===== src/rtl/rom_load_pkg.sv =====
// Shared types and constants for the ROM loader / SDRAM arbiter slice.
// FIFO entries are packed vectors laid out as {addr[ADDR_W-1:0], data[15:0], be[1:0]}.
package rom_load_pkg;

    typedef enum logic [1:0] {
        ARB_IDLE,
        ARB_LWR,
        ARB_CWR
    } arb_state_t;

    localparam int unsigned ROM_SIZE_W = 24;
    localparam int unsigned LDR_DATA_W = 16;
    localparam int unsigned LDR_BE_W   = 2;

    function automatic int unsigned entry_w(input int unsigned addr_w);
        return addr_w + LDR_DATA_W + LDR_BE_W;
    endfunction

endpackage


===== src/rtl/rom_wr_fifo.sv =====
// Loader write queue: synchronous FIFO, head entry stays valid until popped on mem_ack.
// Pushes while full and pops while empty are ignored.
module rom_wr_fifo
    import rom_load_pkg::*;
#(
    parameter int unsigned WIDTH = 40,
    parameter int unsigned DEPTH = 4
) (
    input  logic             clk,
    input  logic             reset,
    input  logic             push,
    input  logic [WIDTH-1:0] push_data,
    input  logic             pop,
    output logic [WIDTH-1:0] head,
    output logic             empty,
    output logic             full,
    output logic             last
);

    localparam int unsigned PTR_W = $clog2(DEPTH);

    logic [WIDTH-1:0] mem [DEPTH];
    logic [PTR_W-1:0] rd_ptr;
    logic [PTR_W-1:0] wr_ptr;
    logic [PTR_W:0]   count;
    logic             do_push;
    logic             do_pop;

    assign do_push = push & ~full;
    assign do_pop  = pop & ~empty;

    always_ff @(posedge clk or posedge reset) begin
        if (reset) begin
            rd_ptr <= '0;
            wr_ptr <= '0;
            count  <= '0;
        end else begin
            if (do_push) wr_ptr <= wr_ptr + 1'b1;
            if (do_pop)  rd_ptr <= rd_ptr + 1'b1;
            count <= count + {{PTR_W{1'b0}}, do_push} - {{PTR_W{1'b0}}, do_pop};
        end
    end

    always_ff @(posedge clk) begin
        if (do_push) mem[wr_ptr] <= push_data;
    end

    assign head  = mem[rd_ptr];
    assign empty = (count == '0);
    assign full  = (count == (PTR_W+1)'(DEPTH));
    assign last  = (count == (PTR_W+1)'(1));

endmodule


===== src/rtl/rom_load_arbiter.sv =====
// Packs the ROM byte stream into 16-bit SDRAM writes and arbitrates the single
// SDRAM port between those loader writes and the emulation core.
module rom_load_arbiter
    import rom_load_pkg::*;
#(
    parameter int unsigned ADDR_W     = 22,
    parameter int unsigned FIFO_DEPTH = 4
) (
    input  logic                  clk,
    input  logic                  reset,
    input  logic                  rom_loading,
    input  logic [7:0]            rom_do,
    input  logic                  rom_do_valid,
    input  logic                  core_req,
    input  logic                  core_we,
    input  logic [ADDR_W-1:0]     core_addr,
    input  logic [15:0]           core_din,
    input  logic [1:0]            core_be,
    output logic                  core_ack,
    output logic [15:0]           core_dout,
    output logic                  mem_req,
    output logic                  mem_we,
    output logic [ADDR_W-1:0]     mem_addr,
    output logic [15:0]           mem_din,
    output logic [1:0]            mem_be,
    input  logic                  mem_ack,
    input  logic [15:0]           mem_dout,
    output logic                  loading_busy,
    output logic [ROM_SIZE_W-1:0] rom_size,
    output logic                  overflow
);

    localparam int unsigned ENTRY_W = entry_w(ADDR_W);

    // packer state
    logic                  rom_loading_q;
    logic                  pending_q;
    logic [7:0]            lo_q;
    logic [ADDR_W-1:0]     waddr_q;

    logic                  rise, fall, byte_ok;
    logic                  pend_base, pend_n;
    logic [7:0]            lo_base, lo_n;
    logic [ADDR_W-1:0]     addr_base, addr_n;
    logic [ROM_SIZE_W-1:0] size_base, size_n;
    logic                  ovf_n, busy_n;
    logic                  want_push, push, pop;
    logic [ENTRY_W-1:0]    push_entry, fifo_head;
    logic                  fifo_empty, fifo_full, fifo_last, fifo_drains;

    // arbiter state
    arb_state_t            state_q, state_d;
    logic                  mem_req_d, mem_we_d, core_ack_d;
    logic [ADDR_W-1:0]     mem_addr_d;
    logic [15:0]           mem_din_d, core_dout_d;
    logic [1:0]            mem_be_d;

    assign rise    = rom_loading & ~rom_loading_q;
    assign fall    = ~rom_loading & rom_loading_q;
    assign byte_ok = rom_do_valid & (rom_loading | rom_loading_q);

    // A rising edge clears the counters first; a byte in the same cycle then lands in the fresh load.
    // On a falling edge the byte is packed before the flush, so at most one push per cycle results.
    always_comb begin
        pend_base  = rise ? 1'b0 : pending_q;
        lo_base    = rise ? 8'h00 : lo_q;
        addr_base  = rise ? '0 : waddr_q;
        size_base  = rise ? '0 : rom_size;
        ovf_n      = rise ? 1'b0 : overflow;
        pend_n     = pend_base;
        lo_n       = lo_base;
        addr_n     = addr_base;
        size_n     = size_base;
        want_push  = 1'b0;
        push_entry = '0;
        if (byte_ok) begin
            size_n = size_base + ROM_SIZE_W'(1);
            if (pend_base) begin
                want_push  = 1'b1;
                push_entry = {addr_base, rom_do, lo_base, 2'b11};
                pend_n     = 1'b0;
            end else begin
                lo_n   = rom_do;
                pend_n = 1'b1;
            end
        end
        if (fall && pend_n) begin
            want_push  = 1'b1;
            push_entry = {addr_base, 8'h00, lo_n, 2'b01};
            pend_n     = 1'b0;
        end
        if (want_push) begin
            if (fifo_full) ovf_n = 1'b1;
            else           addr_n = addr_base + ADDR_W'(1);
        end
    end

    assign push        = want_push & ~fifo_full;
    assign fifo_drains = ~push & (fifo_empty | (fifo_last & pop));

    always_comb begin
        busy_n = loading_busy;
        if (rise)
            busy_n = 1'b1;
        else if (loading_busy && !rom_loading && !pend_n && fifo_drains)
            busy_n = 1'b0;
    end

    always_ff @(posedge clk or posedge reset) begin
        if (reset) begin
            rom_loading_q <= 1'b0;
            pending_q     <= 1'b0;
            lo_q          <= '0;
            waddr_q       <= '0;
            rom_size      <= '0;
            overflow      <= 1'b0;
            loading_busy  <= 1'b0;
        end else begin
            rom_loading_q <= rom_loading;
            pending_q     <= pend_n;
            lo_q          <= lo_n;
            waddr_q       <= addr_n;
            rom_size      <= size_n;
            overflow      <= ovf_n;
            loading_busy  <= busy_n;
        end
    end

    rom_wr_fifo #(
        .WIDTH (ENTRY_W),
        .DEPTH (FIFO_DEPTH)
    ) u_fifo (
        .clk       (clk),
        .reset     (reset),
        .push      (push),
        .push_data (push_entry),
        .pop       (pop),
        .head      (fifo_head),
        .empty     (fifo_empty),
        .full      (fifo_full),
        .last      (fifo_last)
    );

    // core_ack blocks re-entry for one cycle so a core still holding req after its ack is not served twice
    always_comb begin
        state_d     = state_q;
        mem_req_d   = mem_req;
        mem_we_d    = mem_we;
        mem_addr_d  = mem_addr;
        mem_din_d   = mem_din;
        mem_be_d    = mem_be;
        core_ack_d  = 1'b0;
        core_dout_d = core_dout;
        pop         = 1'b0;
        case (state_q)
            ARB_IDLE: begin
                if (!fifo_empty) begin
                    state_d    = ARB_LWR;
                    mem_req_d  = 1'b1;
                    mem_we_d   = 1'b1;
                    mem_addr_d = fifo_head[ENTRY_W-1 -: ADDR_W];
                    mem_din_d  = fifo_head[17:2];
                    mem_be_d   = fifo_head[1:0];
                end else if (core_req && !loading_busy && !core_ack) begin
                    state_d    = ARB_CWR;
                    mem_req_d  = 1'b1;
                    mem_we_d   = core_we;
                    mem_addr_d = core_addr;
                    mem_din_d  = core_din;
                    mem_be_d   = core_be;
                end
            end
            ARB_LWR: begin
                if (mem_ack) begin
                    pop       = 1'b1;
                    state_d   = ARB_IDLE;
                    mem_req_d = 1'b0;
                end
            end
            ARB_CWR: begin
                if (mem_ack) begin
                    core_ack_d  = 1'b1;
                    core_dout_d = mem_dout;
                    state_d     = ARB_IDLE;
                    mem_req_d   = 1'b0;
                end
            end
            default: begin
                state_d   = ARB_IDLE;
                mem_req_d = 1'b0;
            end
        endcase
    end

    always_ff @(posedge clk or posedge reset) begin
        if (reset) state_q <= ARB_IDLE;
        else       state_q <= state_d;
    end

    always_ff @(posedge clk or posedge reset) begin
        if (reset) begin
            mem_req   <= 1'b0;
            mem_we    <= 1'b0;
            mem_addr  <= '0;
            mem_din   <= '0;
            mem_be    <= '0;
            core_ack  <= 1'b0;
            core_dout <= '0;
        end else begin
            mem_req   <= mem_req_d;
            mem_we    <= mem_we_d;
            mem_addr  <= mem_addr_d;
            mem_din   <= mem_din_d;
            mem_be    <= mem_be_d;
            core_ack  <= core_ack_d;
            core_dout <= core_dout_d;
        end
    end

endmodule


===== config.mk =====
export PLATFORM = sky130hd
export DESIGN_NAME = rom_load_arbiter
export DESIGN_NICKNAME = d
export VERILOG_FILES = /design/src/rtl/rom_load_pkg.sv /design/src/rtl/rom_wr_fifo.sv /design/src/rtl/rom_load_arbiter.sv
export SDC_FILE = /design/constraint.sdc
export NUM_CORES = 1
export LEC_CHECK = 0
export ABC_AREA = 1
export ABC_CLOCK_PERIOD_IN_PS = 12000
export CAP_MARGIN = 0
export CORE_MARGIN = 2
export CORE_UTILIZATION = 55
export DETAILED_ROUTE_END_ITERATION = 10
export HOLD_SLACK_MARGIN = 0.1
export MAX_ROUTING_LAYER = met4
export PLACE_DENSITY = 0.82
export SYNTH_ARGS = -nofsm -noshare
export SYNTH_HDL_FRONTEND = slang
export SYNTH_SLANG_ARGS = --single-unit

===== constraint.sdc =====
create_clock -name clk -period 12 [get_ports clk]
set_clock_uncertainty 0.05 [all_clocks]
set_input_delay 1.8 -clock clk [delete_from_list [all_inputs] [get_ports clk]]
set_output_delay 1.8 -clock clk [all_outputs]
set_load 0.01 [all_outputs]

==> results of run 1 <==
[state kept, by name (all words and copies together), names as in the netlist, 3 cells and up]
signal        flops
u_fifo.mem      160
rom_size         24
mem_addr         22
waddr_q          22
core_dout        16
mem_din          16
lo_q              8
u_fifo.count      3
[logic make-up after synthesis]
logic type | Yosys count
and+or+nand+nor | 599
xor gates and xnor gates | 29
AOI/OAI and AO/OA | 191
DFF | 286
adders and majority gates | 14
buffers and inverters | 164
[metrics by stage]
stage                     cells  util [%]
after CTS                  1732      67.9
final                      1732      67.9
after global routing       1732      67.9
after global placement     1678      63.7
after detailed placement   1678      63.7
after floorplan            1283         -
[per-layer routing]
| layer | track usage [%] | part of all wire, % | vias to the layer above |
|---|---|---|---|
| li1 | - | - | 4571 |
| met1 | 33.3 | 43 | 4545 |
| met2 | 39.8 | 47 | 426 |
| met3 | 3.96 | 8.0 | 59 |
| met4 | 6.90 | 2.3 | 0 |
| met5 | - | 0 | - |
[layout by cell type (no fill, tap or decap), drive strengths merged]
master | netlist | final
nand2 | 296 | 296
nor2 | 222 | 222
edfxtp | 160 | 160
clkdlybuf4s50 | 0 | 155
dfrtp | 126 | 126
o21ai | 105 | 105
inv | 102 | 103
nand3 | 50 | 50
o22ai | 41 | 41
a31oi | 40 | 40
clkbuf | 39 | 39
xor2 | 22 | 22
nor3 | 16 | 16
clkinv | 4 | 14
ha | 13 | 13
buf | 19 | 13
nand4 | 12 | 12
xnor2 | 7 | 7
bufinv | 0 | 4
a21oi | 3 | 3
nand3b | 2 | 2
and2 | 1 | 1
a21boi | 1 | 1
a32o | 1 | 1
fa | 1 | 1
[power by group through the flow]
stage	Sequential (mW)	Clock, mW	Combinational (mW)
after floorplan	1.37	0	0.634
after CTS	1.33	0.910	1.12
after global placement	1.34	0	1.07
after detailed placement	1.34	0	1.11
final	1.33	0.899	1.11
after global routing	1.35	0.950	1.23
[final timing paths]
check	end	cells past startpoint
hold reg to reg	core_dout[4]	2
hold / removal	core_dout[4]	2
min in group asynchronous	rom_size[23]	2
setup reg to reg	u_fifo.mem[2][7]	8
setup / recovery	u_fifo.mem[2][7]	10
max in group asynchronous	mem_addr[17]	3
[worst max-delay path, delay by kind of cell]
family / cells / cell delay (ns)
and+or+nand+nor: 6 / 2.10
buffers and inverters: 3 / 1.22
adders and majority gates: 1 / 0.37
[final cells by class]
type | instances | share of cell area, %
inverter | 106 | 2.61
multi-input combinational | 833 | 26.2
timing repair buffer | 168 | 10.8
clock buffer | 39 | 5.04
tap | 285 | 2.33
sequential | 286 | 51.9
clock inverter | 15 | 1.16
==> results.txt, run 1 <==
Vias: 9601
Worst rel slew slack: 19.5%
Ys Warns: 0
LEAKAGE: 6.13 nW
Detailed Route WL: 29.2 mm
Clock H-tree levels: 1
Final TNS setup: 0 ns
Clock Latency Late Sink: 0.54 ns
Net switching power: 1.13 mW
CTS root buf: clkbuf_16
Largest net degree at the start of global routing: 84
Tmin final: 5.36 ns
HP Class: reg -> reg
Hold-fix buffers at CTS: 0
Critical R2R Launch: rom_loading_q
Initial antenna violation count: 0
First-pass GRT wire length: 46.7 mm
#FFs+latches synth: 286
DR iter-0 viols: 1221
Post-DP HPWL: 18.6 mm
Chip height: 155 um
Area Growth Syn to Fin: 21.9%
Die area: 24100 um^2
Post-synthesis mux area share: 0%
Fill cells: 1646
Chip width: 155 um
Final Hold Fails: 0
Core area: 22600 um^2
Syn_nets: 1368
ANT cells: 0
Worst VDD drop: 0.000109 V
CTS resizes: 0
GRT Overall Usage: 24.8%
Combinational power share: 33.3%
Worst Setup Path Type: in -> reg
Hold slack final: 0.431 ns
PnR worst setup slack: 6.64 ns
Fin. max-slew vios: 0
Via density: 5.54
Compound-Gate Fraction of Synth Area: 8.47%
Tcrit/Tclk final: 44.6%
DP Worst Slack: 6.11 ns
Layout cells sized above 1: 5.87%
Setup bufs post-CTS: 0
Average routed wire per standard cell: 16.8 um
Final Cell Area: 15300 um^2
CP Capture Type: register
Slew @ Worst Pin: 1.20 ns
Buffers on Ports: 155
Vias in the first global route: 9411
Leading post-synthesis cells by cell area: edfxtp_1 (38%), dfrtp_1 (25%), nand2_1 (8.8%), nor2_1 (6.1%), o21ai_0 (4.1%)
# setup viols final: 0
Adder-cell share of the synthesized area: 1.45%
Critical path cell sequence: clkdlybuf4s50_1 -> inv_1 -> nor2_4 -> nor2_2 -> ha_1 -> nand3_2 -> nand2_2 -> nand2_1 -> nor2_4 -> buf_4
Post-DRT Antenna Nets: 0
CP startpoint kind: primary input
RSZ-0062 raised after global routing: no
Grt total ovfl: 0
Register share of total power: 39.7%
Starting Density: 55.7%
DP Area: 14400 um^2
Synth Area in Simple Gates: 19.6%
Reg2Reg Setup Slack: 8.17 ns
Async SR Flop Fraction: 44.1%
Status: completed
Tot Pwr: 3.34 mW
Clk pwr share: 26.9%
Crit-path max FO: 22
Io pins: 156
Routability cong.: 0.901
Crit-path max cell delay: 0.67 ns
Fmax: 0.187 GHz
Synth Instances: 1283
Hold_sp: core_dout[4]
Most frequent CP cell: nor2_4
Syn avg cell area: 9.80 um^2
Clock buffer depth: 3
Clock slew seen by the registers of the worst setup and hold paths: 0.06 ns
Multi-input logic area: 4010 um^2
Synth Cell Area: 12600 um^2
Top cells by count, synth: nand2_1 (294), nor2_1 (205), edfxtp_1 (160)
Seq. cell area: 7960 um^2
Critical Path RT: 12.16 ns
Critical Path Start: rom_loading
Crit path DAT: 5.52 ns
Clock sink count: 286
Detailed-routing iteration count for the pre-antenna-repair pass: 6
Top-count cell post-synth: nand2_1
DRC: 0
Post-synthesis sequential area ratio: 63.3%
CTS tree: yes
Synth area leader: edfxtp_1
Maxcap violations: 0
Pwr/cell area: 218 nW/um^2
XOR/XNOR share of the synthesized area: 2.02%
Main combinational cell family by area after synthesis: simple AND/OR/NAND/NOR gates
Row count: 55
Ys flop type: edfxtp_1
Yosys top cell area share: 38.2%
Slowest cell on crit path: nor2_4
P_int: 2.21 mW
EDFF count, synth: 160
Switching part of the total power: 33.7%
# nets final: 1509
Distinct cells, synth: 34
Num CTS Buffers: 29
Power figures use the tool's default switching activity.
==> run 2, diff against run 1 <==
--- a/config.mk
+++ b/config.mk
@@ -6,7 +6,7 @@
 export NUM_CORES = 1
 export LEC_CHECK = 0
 export ABC_AREA = 1
-export ABC_CLOCK_PERIOD_IN_PS = 12000
+export ABC_CLOCK_PERIOD_IN_PS = 5200
 export CAP_MARGIN = 0
 export CORE_MARGIN = 2
 export CORE_UTILIZATION = 55
==> constraint.sdc (replaced) <==
create_clock -name clk -period 5.2 [get_ports clk]
set_clock_uncertainty 0.05 [all_clocks]
set_input_delay 0.78 -clock clk [delete_from_list [all_inputs] [get_ports clk]]
set_output_delay 0.78 -clock clk [all_outputs]
set_load 0.01 [all_outputs]
==> run 2 against run 1 <==
Flip-flop and latch count unchanged. Count of clock-buffer cells in the layout up 6. Die area did not move. Setup slack worse by 5.1 ns. Cell count increased by 0.17%. Via count hardly changed.
==> results.txt, run 2 (synthesis gave the netlist of run 1 again) <==
Final TNS setup: 0 ns (unchanged)
Vias: 9606 (+0.052%)
CP Capture Type: register
Pwr/cell area: 493 nW/um^2 (+130%)
Status: completed
Final Hold Fails: 0 (unchanged)
HP Class: reg -> reg
Post-DRT Antenna Nets: 0 (unchanged)
Chip width: 155 um (unchanged)
Hold slack final: 0.431 ns (+0.000115 ns)
Starting Density: 55.7% (unchanged)
Number of flip-flops under the largest register name: 160 (unchanged)
Crit path DAT: 3.88 ns (-1.64 ns)
CTS tree: yes
Largest regs: u_fifo.mem (160), rom_size (24)
Via density: 5.54 (-0.12%)
Post-DP HPWL: 18.9 mm (+1.6%)
Fmax: 0.273 GHz
Tot Pwr: 7.55 mW (+130%)
Maxcap violations: 0 (unchanged)
Commonest non-fill, non-tap cell in the layout: nand2_1
Detailed-routing iteration count for the pre-antenna-repair pass: 6 (unchanged)
GRT Overall Usage: 25.0% (+0.20 points)
Chip height: 155 um (unchanged)
Worst rel slew slack: 20.1% (+0.63 points)
Buffers on Ports: 155 (unchanged)
# setup viols final: 0 (unchanged)
Clock sink count: 286 (unchanged)
Initial antenna violation count: 0 (unchanged)
Io pins: 156 (unchanged)
CTS root buf: clkbuf_16
Num CTS Buffers: 29 (unchanged)
Clock Latency Late Sink: 0.56 ns (+0.02 ns)
Average routed wire per standard cell: 16.9 um (+0.36%)
Row count: 55 (unchanged)
Setup bufs post-CTS: 0 (unchanged)
Routability cong.: 0.896 (-0.52%)
Tcrit/Tclk final: 70.4%
Worst VDD drop: 0.000323 V (+200%)
Grt total ovfl: 0 (unchanged)
Final Cell Area: 15300 um^2 (about the same)
Layout cells sized above 1: 5.93% (+0.057 points)
Clock buffer depth: 3 (unchanged)
Area Growth Syn to Fin: 21.8% (about the same)
Detailed Route WL: 29.3 mm (+0.53%)
ANT cells: 0 (unchanged)
DP Area: 14400 um^2 (+0.50%)
Hold-fix buffers at CTS: 0 (unchanged)
Multi-input logic area: 4010 um^2 (unchanged)
Slew @ Worst Pin: 1.20 ns (-0.00339 ns)
Slowest cell on crit path: clkdlybuf4s50_1
# nets final: 1512 (+0.20%)
Largest net degree at the start of global routing: 84 (unchanged)
Crit-path max FO: 20 (-9.1%)
Seq. cell area: 7960 um^2 (unchanged)
First-pass GRT wire length: 46.8 mm (+0.24%)
Reg2Reg Setup Slack: 2.07 ns (-6.10 ns)
Worst Setup Path Type: in -> reg
Crit-path max cell delay: 0.63 ns (-0.04 ns)
CP startpoint kind: primary input
Critical path cell sequence: clkdlybuf4s50_1 -> inv_1 -> nor2_4 -> nor2_2 -> ha_1 -> nand3_2 -> nand2_2 -> nand2_1 -> buf_4 -> nor2_4 -> buf_4
RSZ-0062 raised after global routing: no
Core area: 22600 um^2 (unchanged)
Tmin final: 3.66 ns
Most frequent cells in the layout: nand2_1 (294), nor2_1 (201), edfxtp_1 (160)
Die area: 24100 um^2 (unchanged)
DR iter-0 viols: 1099 (-10%)
Clock H-tree levels: 1 (unchanged)
Critical Path RT: 5.42 ns (-6.74 ns)
Fill cells: 1666 (+1.2%)
Most flop-heavy register: u_fifo.mem
Clock slew seen by the registers of the worst setup and hold paths: 0.06 ns (about the same)
CTS resizes: 0 (unchanged)
Fin. max-slew vios: 0 (unchanged)
Vias in the first global route: 9400 (-0.12%)
LEAKAGE: 6.10 nW (-0.46%)
DRC: 0 (unchanged)
[run 2: cell types whose count changed in the layout (fill, tap and decap cells not counted)]
cell	change
clkbuf_1	+6
bufinv_16	-4
clkinv_1	-4
clkinv_4	-1
inv_16	+1
clkinvlp_4	+3
buf_12	+4
buf_4	-1
inv_6	-1
[run 2: final timing paths]
kind                               startpoint                end  cells after the start
max in group asynchronous               reset            mem_req                      3
worst max-delay path              rom_loading  u_fifo.mem[3][18]                     11
min in group asynchronous               reset      core_dout[10]                      2
worst max register to register  rom_loading_q  u_fifo.mem[3][18]                      9
worst min-delay path             core_dout[6]       core_dout[6]                      2
worst min register to register   core_dout[6]       core_dout[6]                      2
[run 2: per-stage QoR]
stage / utilization (%) / cells / setup WS [ns]
6_report: 67.8 / 1735 / 1.54
5_1_grt: 67.8 / 1735 / 1.35
4_1_cts: 67.8 / 1735 / 1.53
3_5_place_dp: 64.0 / 1681 / 0.980
3_3_place_gp: 64.0 / 1681 / 1.11
2_1_floorplan: - / 1283 / 0.951
[run 2: critical path: cells and delay by family]
family                   cells  cell delay, ns
buffers and inverters        4            1.28
adder cells (fa/ha/maj)      1            0.36
AND/OR/NAND/NOR              6            1.44
[run 2: layout make-up]
class	instances	area share, %
flip-flops and latches	286	52.0
multi-input cells	833	26.2
repair buffers	171	11.2
inverters	106	2.61
well taps	285	2.33
clock buffers	45	5.20
clock inverters	9	0.441
[run 2: power breakdown]
part | total, mW | internal (mW) | switching [mW]
Combinational | 2.59 | 1.05 | 1.54
Sequential | 3.07 | 2.83 | 0.232
Clock | 1.90 | 1.06 | 0.843
Total | 7.55 | 4.94 | 2.62
[run 2: metal layers]
layer | up-vias | track usage, % | wire (um)
met3 | 68 | 4.74 | 2440
met2 | 431 | 39.6 | 13800
met4 | 0 | 8.65 | 884
met5 | - | - | 0
met1 | 4541 | 32.8 | 12200
li1 | 4566 | - | -
==> run 3, diff against run 2 <==
--- a/config.mk
+++ b/config.mk
@@ -6,14 +6,14 @@
 export NUM_CORES = 1
 export LEC_CHECK = 0
 export ABC_AREA = 1
-export ABC_CLOCK_PERIOD_IN_PS = 5200
+export ABC_CLOCK_PERIOD_IN_PS = 3000
 export CAP_MARGIN = 0
 export CORE_MARGIN = 2
-export CORE_UTILIZATION = 55
+export CORE_UTILIZATION = 50
 export DETAILED_ROUTE_END_ITERATION = 10
 export HOLD_SLACK_MARGIN = 0.1
 export MAX_ROUTING_LAYER = met4
-export PLACE_DENSITY = 0.82
+export PLACE_DENSITY = 0.79
 export SYNTH_ARGS = -nofsm -noshare
 export SYNTH_HDL_FRONTEND = slang
 export SYNTH_SLANG_ARGS = --single-unit
==> constraint.sdc (replaced) <==
create_clock -name clk -period 3 [get_ports clk]
set_clock_uncertainty 0.05 [all_clocks]
set_input_delay 0.45 -clock clk [delete_from_list [all_inputs] [get_ports clk]]
set_output_delay 0.45 -clock clk [all_outputs]
set_load 0.01 [all_outputs]
==> run 3 against run 2 <==
Global-route usage down 1.3 points. Combinational power is 85% higher. Sequential share of layout area fell by 1.7 points. Largest cell class unchanged.
==> results.txt, run 3 (synthesis gave the netlist of run 1 again) <==
LEAKAGE: 6.36 nW (+4.2%)
First-pass GRT wire length: 48.6 mm (+3.9%)
Largest regs: u_fifo.mem (160), rom_size (24)
Commonest non-fill, non-tap cell in the layout: nand2_1
Chip height: 163 um (+4.8%)
Maxcap violations: 0 (unchanged)
Via density: 5.33 (-3.6%)
CTS tree: yes
Area Growth Syn to Fin: 25.8%
DRC: 0 (unchanged)
Most frequent CP cell: nor2_4
Routability cong.: 0.906 (+1.1%)
Number of flip-flops under the largest register name: 160 (unchanged)
Detailed Route WL: 30.0 mm (+2.4%)
Worst VDD drop: 0.000547 V (+70%)
Core area: 25000 um^2 (+11%)
DR iter-0 viols: 972 (-12%)
Final Cell Area: 15800 um^2 (+3.3%)
DP Worst Slack: 0.152 ns (-0.828 ns)
Worst Setup Path Type: reg -> reg
Setup bufs post-CTS: 0 (unchanged)
Crit-path max cell delay: 0.46 ns (-0.17 ns)
Pwr/cell area: 864 nW/um^2 (+75%)
Row count: 58 (+5.5%)
ANT cells: 0 (unchanged)
Die area: 26400 um^2 (+9.7%)
CTS resizes: 0 (unchanged)
GRT Overall Usage: 23.7% (-1.3 points)
Fin. max-slew vios: 0 (unchanged)
Vias: 9656 (+0.52%)
Num CTS Buffers: 29 (unchanged)
# nets final: 1542 (+2.0%)
Clock H-tree levels: 1 (unchanged)
Clock slew seen by the registers of the worst setup and hold paths: 0.06 ns (about the same)
Status: completed
# setup viols final: 0 (unchanged)
Average routed wire per standard cell: 16.6 um (-1.9%)
Tcrit/Tclk final: 77.8%
Layout cells sized above 1: 8.24% (+2.3 points)
Post-DRT Antenna Nets: 0 (unchanged)
Crit path DAT: 2.54 ns (-1.34 ns)
Largest net degree at the start of global routing: 82 (-2.4%)
RSZ-0062 raised after global routing: no
Tmin final: 2.34 ns
PnR worst setup slack: 0.665 ns (-0.873 ns)
Vias in the first global route: 9622 (+2.4%)
DP Area: 14900 um^2 (+2.9%)
Hold-fix buffers at CTS: 0 (unchanged)
Critical Path RT: 3.21 ns (-2.21 ns)
CP Capture Type: register
Most frequent cells in the layout: nand2_1 (294), nor2_1 (201), edfxtp_1 (160)
Detailed-routing iteration count for the pre-antenna-repair pass: 7 (+1)
Fmax: 0.428 GHz
CTS root buf: clkbuf_16
Final Hold Fails: 0 (unchanged)
HP Class: in -> async
Clock Latency Late Sink: 0.56 ns (about the same)
Slew @ Worst Pin: 0.787 ns (-0.409 ns)
Chip width: 163 um (+4.8%)
Clock sink count: 286 (unchanged)
Io pins: 156 (unchanged)
Critical path cell sequence: nor2_1 -> nor2_4 -> ha_1 -> nand3_2 -> nand2_2 -> nand2_1 -> buf_4 -> nor2_4 -> buf_12
Starting Density: 50.4% (-5.3 points)
Most flop-heavy register: u_fifo.mem
Clock buffer depth: 3 (unchanged)
Initial antenna violation count: 0 (unchanged)
Post-DP HPWL: 19.8 mm (+4.7%)
CP startpoint kind: register
Worst reg-to-reg path cell count: 9 (unchanged)
Worst rel slew slack: 47.5% (+27 points)
Buffers on Ports: 155 (unchanged)
Grt total ovfl: 0 (unchanged)
Slowest cell on crit path: dfrtp_1
Crit-path max FO: 23 (+15%)
## run 3: worst max-delay path, delay by kind of cell, from the launching register on
kind / cells / cell delay (ns)
flip-flops: 1 / 0.46
AND/OR/NAND/NOR: 6 / 0.78
buffers and inverters: 2 / 0.43
adder cells (fa/ha/maj): 1 / 0.30
## run 3: power breakdown
| group | total [mW] | internal (mW) | switching (mW) | leakage [nW] |
|---|---|---|---|---|
| Sequential | 5.27 | 4.91 | 0.359 | 3.05 |
| Clock | 3.61 | 2.10 | 1.51 | 0.471 |
| Combinational | 4.78 | 2.01 | 2.78 | 2.83 |
| Total | 13.7 | 9.02 | 4.64 | 6.36 |
## run 3: layout make-up
cell class	instances	area, um^2
Fill cell	1952	9140
Tap cell	330	413
Timing Repair Buffer	201	2080
Clock inverter	15	168
Multi-Input combinational cell	833	4010
Inverter	106	402
Clock buffer	39	783
Sequential cell	286	7960
## run 3: metal layers
metal  wire [um]  track usage, %  vias up
li1            -               -     4635
met1       12800            31.9     4581
met2       14200            37.7      379
met3        2230            3.74       61
met4         818            7.04        0
met5           0               -        -
## run 3: final timing paths
| check | slack (ns) | endpoint | start |
|---|---|---|---|
| max in group asynchronous | 2.01 | u_fifo.count[2] | reset |
| min in group clk | 0.38 | core_dout[0] | mem_dout[0] |
| hold / removal | 0.29 | rom_size[1] | reset |
| hold reg to reg | 0.43 | core_dout[3] | core_dout[3] |
| setup reg to reg | 0.66 | u_fifo.mem[2][15] | rom_loading_q |
| setup / recovery | 0.66 | u_fifo.mem[2][15] | rom_loading_q |
## run 3: per-stage QoR
| stage | util [%] | instances | total power, mW | setup TNS, ns | hold slack, ns |
|---|---|---|---|---|---|
| floorplan | - | 1283 | 8.03 | -43.30 | 0.428 |
| global placement | 59.6 | 1756 | 9.92 | 0 | 0.413 |
| detailed placement | 59.6 | 1756 | 10.1 | 0 | 0.416 |
| CTS | 63.4 | 1810 | 13.7 | 0 | 0.300 |
| global route | 63.4 | 1810 | 14.5 | 0 | 0.331 |
| finish | 63.4 | 1810 | 13.7 | 0 | 0.288 |
